`src/rtl/ama_riscv_mem_arbiter.sv`:
```
// rtl/ama_riscv_mem_arbiter.sv - cache-line arbiter sharing one memory beat port between I$ and D$
//
// Purpose: accepts one line request at a time from the I$ (read) or D$ (read or
// writeback), issues it to memory as BEATS beats, reassembles read beats into a
// line and pulses the owner's rsp_valid once the line is complete or the last
// write beat has been accepted.
// Ports:
//   clk, rst_n                 clock, synchronous active-low reset
//   ic_req_* / ic_rsp_*        I$ line read request / response
//   dc_req_* / dc_rsp_*        D$ line read or writeback request / response
//   mem_req_* / mem_rsp_*      memory beat request / in-order read beat return
//   busy                       transaction in flight
// Configuration: MEM_ARB_DC_PRIO_EN selects fixed D$ priority instead of round-robin.

module ama_riscv_mem_arbiter #(
    parameter int AW    = 12,
    parameter int DW    = 128,
    parameter int BEATS = 4,
    parameter int CLW   = DW * BEATS
) (
    input  logic            clk,
    input  logic            rst_n,
    input  logic            ic_req_valid,
    output logic            ic_req_ready,
    input  logic [AW-1:0]   ic_req_addr,
    output logic            ic_rsp_valid,
    output logic [CLW-1:0]  ic_rsp_data,
    input  logic            dc_req_valid,
    output logic            dc_req_ready,
    input  logic [AW-1:0]   dc_req_addr,
    input  logic            dc_req_we,
    input  logic [CLW-1:0]  dc_req_wdata,
    output logic            dc_rsp_valid,
    output logic [CLW-1:0]  dc_rsp_data,
    output logic            mem_req_valid,
    input  logic            mem_req_ready,
    output logic [AW-1:0]   mem_req_addr,
    output logic            mem_req_we,
    output logic [DW-1:0]   mem_req_wdata,
    input  logic            mem_rsp_valid,
    input  logic [DW-1:0]   mem_rsp_data,
    output logic            busy
);

    localparam int BW    = $clog2(BEATS);
    localparam int CNT_W = BW + 1;

    typedef enum logic [1:0] {IDLE, SEND, WAIT_RD, DONE} state_t;

    state_t            state;
    logic              owner_dc;
    logic              we_q;
    logic [AW-BW-1:0]  line_addr;
    logic [BW-1:0]     beat_cnt;
    logic [CNT_W-1:0]  rsp_cnt;
    logic [CLW-1:0]    line;

    logic gnt_ic;
    logic gnt_dc;
    logic accept;
    logic rsp_in;
    logic rd_all;

    // Beat-offset bits of the request address are replaced by beat_cnt.
    logic unused_addr_lsb;
    assign unused_addr_lsb = ^{ic_req_addr[BW-1:0], dc_req_addr[BW-1:0]};

`ifdef MEM_ARB_DC_PRIO_EN
    assign gnt_dc = dc_req_valid;
    assign gnt_ic = ic_req_valid && !dc_req_valid;
`else
    // rr_dc remembers the last owner; on a tie the other requester wins.
    logic rr_dc;
    assign gnt_dc = dc_req_valid && (!ic_req_valid || !rr_dc);
    assign gnt_ic = ic_req_valid && (!dc_req_valid ||  rr_dc);
`endif

    assign ic_req_ready = rst_n && (state == IDLE) && gnt_ic;
    assign dc_req_ready = rst_n && (state == IDLE) && gnt_dc;
    assign accept       = (ic_req_valid && ic_req_ready) || (dc_req_valid && dc_req_ready);

    // Read beats may already be returning while later beats are still being sent.
    assign rsp_in = mem_rsp_valid && !we_q && ((state == SEND) || (state == WAIT_RD));
    assign rd_all = (rsp_cnt + {{BW{1'b0}}, rsp_in}) == CNT_W'(BEATS);

    assign mem_req_valid = (state == SEND);
    assign mem_req_we    = (state == SEND) && we_q;
    assign mem_req_addr  = {line_addr, beat_cnt};
    assign mem_req_wdata = line[DW*beat_cnt +: DW];

    assign ic_rsp_valid  = (state == DONE) && !owner_dc;
    assign dc_rsp_valid  = (state == DONE) &&  owner_dc;
    assign ic_rsp_data   = line;
    assign dc_rsp_data   = line;
    assign busy          = (state != IDLE);

    always_ff @(posedge clk) begin
        if (!rst_n) begin
            state     <= IDLE;
            owner_dc  <= 1'b0;
            we_q      <= 1'b0;
            line_addr <= '0;
            beat_cnt  <= '0;
            rsp_cnt   <= '0;
            line      <= '0;
`ifndef MEM_ARB_DC_PRIO_EN
            rr_dc     <= 1'b0;
`endif
        end else begin
            if (rsp_in) begin
                line[DW*rsp_cnt[BW-1:0] +: DW] <= mem_rsp_data;
                rsp_cnt <= rsp_cnt + 1'b1;
            end
            case (state)
                IDLE: begin
                    if (accept) begin
                        owner_dc  <= gnt_dc;
                        we_q      <= gnt_dc && dc_req_we;
                        line_addr <= gnt_dc ? dc_req_addr[AW-1:BW] : ic_req_addr[AW-1:BW];
                        beat_cnt  <= '0;
                        rsp_cnt   <= '0;
                        if (gnt_dc && dc_req_we) line <= dc_req_wdata;
`ifndef MEM_ARB_DC_PRIO_EN
                        rr_dc     <= gnt_dc;
`endif
                        state     <= SEND;
                    end
                end
                SEND: begin
                    if (mem_req_ready) begin
                        beat_cnt <= beat_cnt + 1'b1;
                        if (beat_cnt == BW'(BEATS - 1)) begin
                            state <= (we_q || rd_all) ? DONE : WAIT_RD;
                        end
                    end
                end
                WAIT_RD: begin
                    if (rd_all) state <= DONE;
                end
                DONE: begin
                    state <= IDLE;
                end
            endcase
        end
    end

`ifndef SYNTHESIS
    always @(posedge clk) begin
        if (rst_n && mem_rsp_valid && ((state == IDLE) || (state == DONE))) begin
            $error("mem arbiter: unexpected memory response outside a read");
        end
    end
`endif

endmodule

```
`config.mk`:
```
export PLATFORM = sky130hd
export DESIGN_NAME = ama_riscv_mem_arbiter
export DESIGN_NICKNAME = d
export VERILOG_FILES = /design/src/rtl/ama_riscv_mem_arbiter.sv
export SDC_FILE = /design/constraint.sdc
export NUM_CORES = 1
export LEC_CHECK = 0
export BUFFER_PORTS_ARGS = -buffer_cell sky130_fd_sc_hd__buf_2
export CAP_MARGIN = 20
export CORE_AREA = 2 2 718 720
export CTS_BUF_LIST = sky130_fd_sc_hd__clkbuf_8
export DETAILED_ROUTE_END_ITERATION = 8
export DIE_AREA = 0 0 720 722
export PLACE_DENSITY_LB_ADDON = 0.12
export SYNTH_ARGS = -nofsm -noshare
export SYNTH_HDL_FRONTEND = slang
export SYNTH_SLANG_ARGS = --single-unit
```
`constraint.sdc`:
```
create_clock -name clk -period 4.89 [get_ports clk]
set_input_delay 1.467 -clock clk [delete_from_list [all_inputs] [get_ports clk]]
set_output_delay 1.467 -clock clk [all_outputs]
set_load 0.01 [all_outputs]
```
==> reports/metrics.cfg, run 1 <==
[finish]
filler_cell_count=59900
final_cell_mix=1837 x buf_2, 529 x dfxtp_1, 527 x nor2_1
finalNetCount=5674
design_area_um2=48900
final_layout_size_suffix_gt1_share_pct=49.9
final_common_cell=buf_2
syn_to_final_growth_pct=51.9

[yosys]
synthesis.nets=4398
yosysSeqAreaShare_pct=33.0
synth.top_cells.by_area=dfxtp_1 33%, buf_4 13%, a311oi_1 9.1%
post_synth_num_cell_types=43
synth_edf_count=0
synth_top_area_cell=dfxtp_1
ys.flop_type=dfxtp_1
synth_top_cell_area_share_pct=33.0
syn_area_um2=32200
synth-warning-count=0
synthCells=3714
synth_area_per_cell_um2=8.67
async_reset_ff_share_pct=0
yosys_register_bits=531

[die]
die-area_um2=520000
boundaryPins=1842
coreArea_um2=512000
die-height_um=722
die_x_um=720
num_rows=263
start_util_pct=6.30

[setup_path]
crit_fanout=36
worst_setup_path_start_kind=register
crit_required_ns=3.42
arrival_ns=3.02
r2r_setup_slack_ns=1.52
reg2reg_from=rsp_cnt[0]
end_kind=primary output
reg2reg_depth=7
critical_path_class=reg2out
reg2reg_to=dc_rsp_data[477]

[run_status]
status=finished clean

[routing]
ant_nets=0
wl_per_cell_um=32.3
detail_route.vias_per_cell=3.15
vias=37500
firstDrtPassIters=5
drtIter0Drc=2910
route.detailed.drc=0
wl_um=384000

[global_routing]
grt_pass1_wl_um=471000
grt_overflow=0
antenna_found_initial=208
grt_max_degree=124
grt_use_total_pct=14.1
grt_pass1_vias=36500

[cts]
postCtsHoldBufs=0
root_buffer=clkbuf_8
cts_buffers=138
clkTransAtPathRegs_ns=0.05
ctsResizeCount=0
post_cts_buffers=0
clock_tree.buffer_depth=4
insertion_delay_ns=0.92
cts.sinks=531
cts.htree.levels=4
cts_tree=built

[sta]
hold_viol=0
hold_slack_ns=0.499
timing.final.crit_share_pct=91.7
setup_violations=0
max_slew.worst_pin.slew_ns=1.07
fin_crit_ns=4.48
relSlewSlack_pct=28.8
rsz0062_at_grt=no
tns_ns=0
final-max-slew-violation-count=0
fmax_mhz=223
fin_worst_skew_ns=0.0500

[place]
dp_hpwl_um=317000
portBuffers=1837
place_area_um2=46200
place_congestion=0.880

[worst_hold_path]
min_to=line_addr[4]
hold_depth=2
min_path_type=reg2reg
min_from=line_addr[4]

[power_and_ir_drop]
ir_worst_vdd_mv=0.338
p_leak_nw=19.5
p_per_area_nw_per_um2=445

[run]
maxCapViolations=0

metrics by stage:
stage          std cells  setup WS (ns)  utilization [%]  power (mW)
2_1_floorplan       3714           1.28                -        10.3
4_1_cts            11800          0.125             9.53        22.4
6_report           11900          0.408             9.56        21.8
3_3_place_gp       11600          0.797             9.03        16.2
5_1_grt            11900          0.184             9.54        22.8
3_5_place_dp       11600          0.798             9.03        16.3
final cells by class:
cell class	instances	area [um^2]	share of cell area, %
clock buffer	162	2230	4.56
tap	6757	8450	17.3
antenna	74	185	0.378
sequential	531	10600	21.7
inverter	7	33.8	0.0690
multi-input combinational	2289	15800	32.3
timing repair buffer	2023	11300	23.1
clock inverter	53	288	0.588
synth_stat cells (all sizes together), types with 2 or more instances:
library cell,instances
a311oi,514
ha,13
and2,7
mux2i,12
a21boi,2
buf,803
nand3,514
and3,2
nand2,527
clkbuf,84
nor2,527
nor2b,3
dfxtp,531
o21ai,3
nor4b,2
mux4,128
a211oi,10
a21oi,8
and4bb,2
nor3b,2
inv,6
routing by layer:
layer / global-route usage [%] / wire length (um) / vias to the layer above
li1: - / - / 15600
met1: 16.1 / 148000 / 19200
met2: 24.0 / 184000 / 2069
met3: 5.06 / 34700 / 598
met4: 4.94 / 16600 / 90
met5: 0 / 583 / -
registers in the layout, indices dropped and copies added (netlist names):
name and count:
we_q 1, rsp_cnt 3, line_addr 10, dc_rsp_data 512, beat_cnt 2, rr_dc 1, state 2
critical path, cell delays in order, from the launching register on:
cell and delay, ns:
dfxtp_4 0.64, buf_12 0.36, mux4_2 0.71, buf_2 0.20
where the power goes:
group | internal [mW] | leakage, nW | switching (mW)
sequential | 5.07 | 4.33 | 1.92
combinational | 2.94 | 13.7 | 6.02
clock | 3.07 | 1.43 | 2.76
total | 11.1 | 19.5 | 10.7
cell families (layout without fill, tap and decap cells):
kind of cell,after synthesis,in the layout,share of synthesized area [%]
AO/OA/AOI/OAI,542,542,18.0
XOR/XNOR,2,2,0.0544
adder cells (fa/ha/maj),13,13,0.505
buffers and inverters,894,2245,18.2
flip-flops,531,531,33.0
multiplexers,140,140,9.32
other,0,74,0
AND/OR/NAND/NOR,1592,1592,20.9
worst max path at each step:
stage	start	cells after the start	slack (ns)	endpoint
6_report	beat_cnt[0]	3	0.41	mem_req_wdata[85]
3_3_place_gp	dc_req_valid	8	0.80	dc_rsp_data[28]
3_5_place_dp	dc_req_valid	8	0.80	dc_rsp_data[28]
2_1_floorplan	dc_req_valid	3	1.28	dc_req_ready
5_1_grt	beat_cnt[0]	4	0.18	mem_req_wdata[19]
4_1_cts	beat_cnt[0]	4	0.12	mem_req_wdata[19]
Note: power is estimated with default switching activity, not from simulation.
==> run 2: changes to the inputs <==
==> constraint.sdc (replaced) <==
create_clock -name clk -period 4.89 [get_ports clk]
set_input_delay 1.467 -clock clk [delete_from_list [all_inputs] [get_ports clk]]
set_output_delay 1.467 -clock clk [all_outputs]
set_load 0.05 [all_outputs]
==> run 2 against run 1 <==
Compared with the run above: core utilization about the same; sequential cell count stayed put; global-route usage about the same; count of clock-buffer cells in the layout increased by 1; fmax decreased by 3.5%; first-iteration DRC count fell by 0.76%; highest routed layer unchanged.
==> reports/metrics.cfg, run 2 (same netlist as run 1, synthesis figures left out) <==
[setup_path]
arrival_ns=3.18  ; +0.16 ns
worst_setup_path_start_kind=register
crit_path_cell_trace=buf_12 -> buf_12 -> mux4_2 -> buf_2
critical_path_class=reg2out
critPathSlowestCell=mux4_2
crit_path_frequent_cell=buf_12
end_kind=primary output
crit_required_ns=3.42  ; about the same
critPathBufInv=3  ; +1
slowest_delay_ns=0.66  ; -0.05 ns
crit_fanout=17  ; -53%
crit_family=buffers and inverters

[routing]
firstDrtPassIters=6  ; +1
vias=37600  ; +0.29%
wl_um=385000  ; +0.33%
drtIter0Drc=2888  ; -0.76%
route.detailed.drc=0  ; unchanged
wl_per_cell_um=32.3  ; about the same
detail_route.vias_per_cell=3.15  ; about the same
ant_nets=0  ; unchanged

[sta]
tns_ns=0  ; unchanged
fin_crit_ns=4.65  ; +0.164 ns
setup_violations=0  ; unchanged
setup_ws_ns=0.243  ; -0.164 ns
fmax_mhz=215  ; -3.5%
relSlewSlack_pct=28.1  ; -0.66 points
timing.final.crit_share_pct=95.0  ; +3.4 points
rsz0062_at_grt=no
hold_viol=0  ; unchanged
max_slew.worst_pin.slew_ns=1.08  ; +0.00991 ns
fin_worst_skew_ns=0.0690  ; +0.0190 ns
final-max-slew-violation-count=0  ; unchanged

[place]
place_congestion=0.887  ; +0.72%
dp_hpwl_um=316000  ; -0.19%
portBuffers=1837  ; unchanged
place_ws_ns=0.781  ; -0.0170 ns

[power_and_ir_drop]
p_clk_share_pct=21.9  ; -4.8 points
netSwitchingPower_mw=16.0  ; +49%
p_leak_nw=19.4  ; -0.14%
combPwrFrac_pct=52.3  ; +11 points
p_per_area_nw_per_um2=552  ; +24%
ir_worst_vdd_mv=0.341  ; +0.96%
power.internal_mw=11.0  ; -0.35%
switching_share_pct=59.1  ; +10 points
seqPwrFrac_pct=25.8  ; -6.3 points

[global_routing]
grt_pass1_wl_um=473000  ; +0.40%
grt_pass1_vias=36600  ; +0.19%
grt_overflow=0  ; unchanged
antenna_found_initial=219  ; +5.3%
grt_use_total_pct=14.1  ; +0.034 points
grt_max_degree=133  ; +7.3%

[finish]
filler_cell_count=59800  ; -0.17%
largest_register_ffs=512  ; unchanged
syn_to_final_growth_pct=51.9  ; about the same
final_layout_size_suffix_gt1_share_pct=49.6  ; -0.21 points
final_cell_mix=1837 x buf_2, 529 x dfxtp_1, 527 x nor2_1
post-route-util_pct=9.56  ; about the same
final_common_cell=buf_2
finalNetCount=5660  ; -0.25%

[cts]
root_buffer=clkbuf_8
postCtsHoldBufs=0  ; unchanged
ctsResizeCount=0  ; unchanged
cts.sinks=531  ; unchanged
clkTransAtPathRegs_ns=0.06  ; about the same
insertion_delay_ns=0.92  ; about the same
cts_buffers=138  ; unchanged
clock_tree.buffer_depth=4  ; unchanged
cts.htree.levels=4  ; unchanged
cts_tree=built
post_cts_buffers=0  ; unchanged

[die]
coreArea_um2=512000  ; unchanged
die_x_um=720  ; unchanged
boundaryPins=1842  ; unchanged
die-height_um=722  ; unchanged
num_rows=263  ; unchanged
start_util_pct=6.30  ; unchanged
die-area_um2=520000  ; unchanged

[run_status]
status=finished clean

[worst_hold_path]
min_path_type=reg2reg

[run]
maxCapViolations=0  ; unchanged

==> run 2: worst paths after layout <==
path	from	to	slack, ns	cells after the start
setup / recovery	beat_cnt[0]	mem_req_wdata[40]	0.24	4
hold / removal	dc_rsp_data[414]	dc_rsp_data[414]	0.50	2
setup reg to reg	state[1]	dc_rsp_data[75]	1.56	7
hold reg to reg	dc_rsp_data[414]	dc_rsp_data[414]	0.50	2
==> run 2: cell type report <==
cell class                      instances  area [um^2]  share of cell area (%)
Sequential cell                       531        10600                    21.7
Clock buffer                          163         2240                    4.58
Multi-Input combinational cell       2289        15800                    32.3
Antenna cell                          108          270                   0.552
Timing Repair Buffer                 2009        11200                    22.9
Tap cell                             6757         8450                    17.3
Clock inverter                         63          327                   0.667
Inverter                                7         33.8                  0.0690
==> run 2: routing by layer <==
metal  up-vias  track usage (%)  part of all wire, %
met5         -                0                 0.14
met4        88             4.92                  4.3
met3       600             5.21                  8.8
met2      2055             24.2                   48
met1     19300             16.0                   39
li1      15600                -                    -
==> run 2: worst reg2reg max path: cells and delay by family (launching register included) <==
family / cells / cell delay, ns
simple gates: 3 / 1.62
compound gates: 1 / 0.28
fa+ha+maj: 1 / 0.34
flops: 1 / 0.41
buf+inv: 2 / 0.52
==> run 2: power groups by stage <==
stage / clock network, mW / registers [mW] / logic (mW)
5_1_grt: 6.37 / 7.03 / 14.7
3_3_place_gp: 0 / 7.12 / 14.4
2_1_floorplan: 0 / 8.20 / 7.38
6_report: 5.90 / 6.98 / 14.1
4_1_cts: 6.27 / 7.08 / 14.3
3_5_place_dp: 0 / 7.16 / 14.3
==> run 2: metrics by stage <==
stage	hold slack (ns)	total power, mW	instance area, um^2	cells
6_report	0.495	27.0	48900	11900
5_1_grt	0.529	28.1	48800	11900
4_1_cts	0.502	27.7	48700	11800
3_5_place_dp	0.495	21.5	46100	11600
3_3_place_gp	0.485	21.5	46100	11600
2_1_floorplan	0.469	15.6	32200	3714
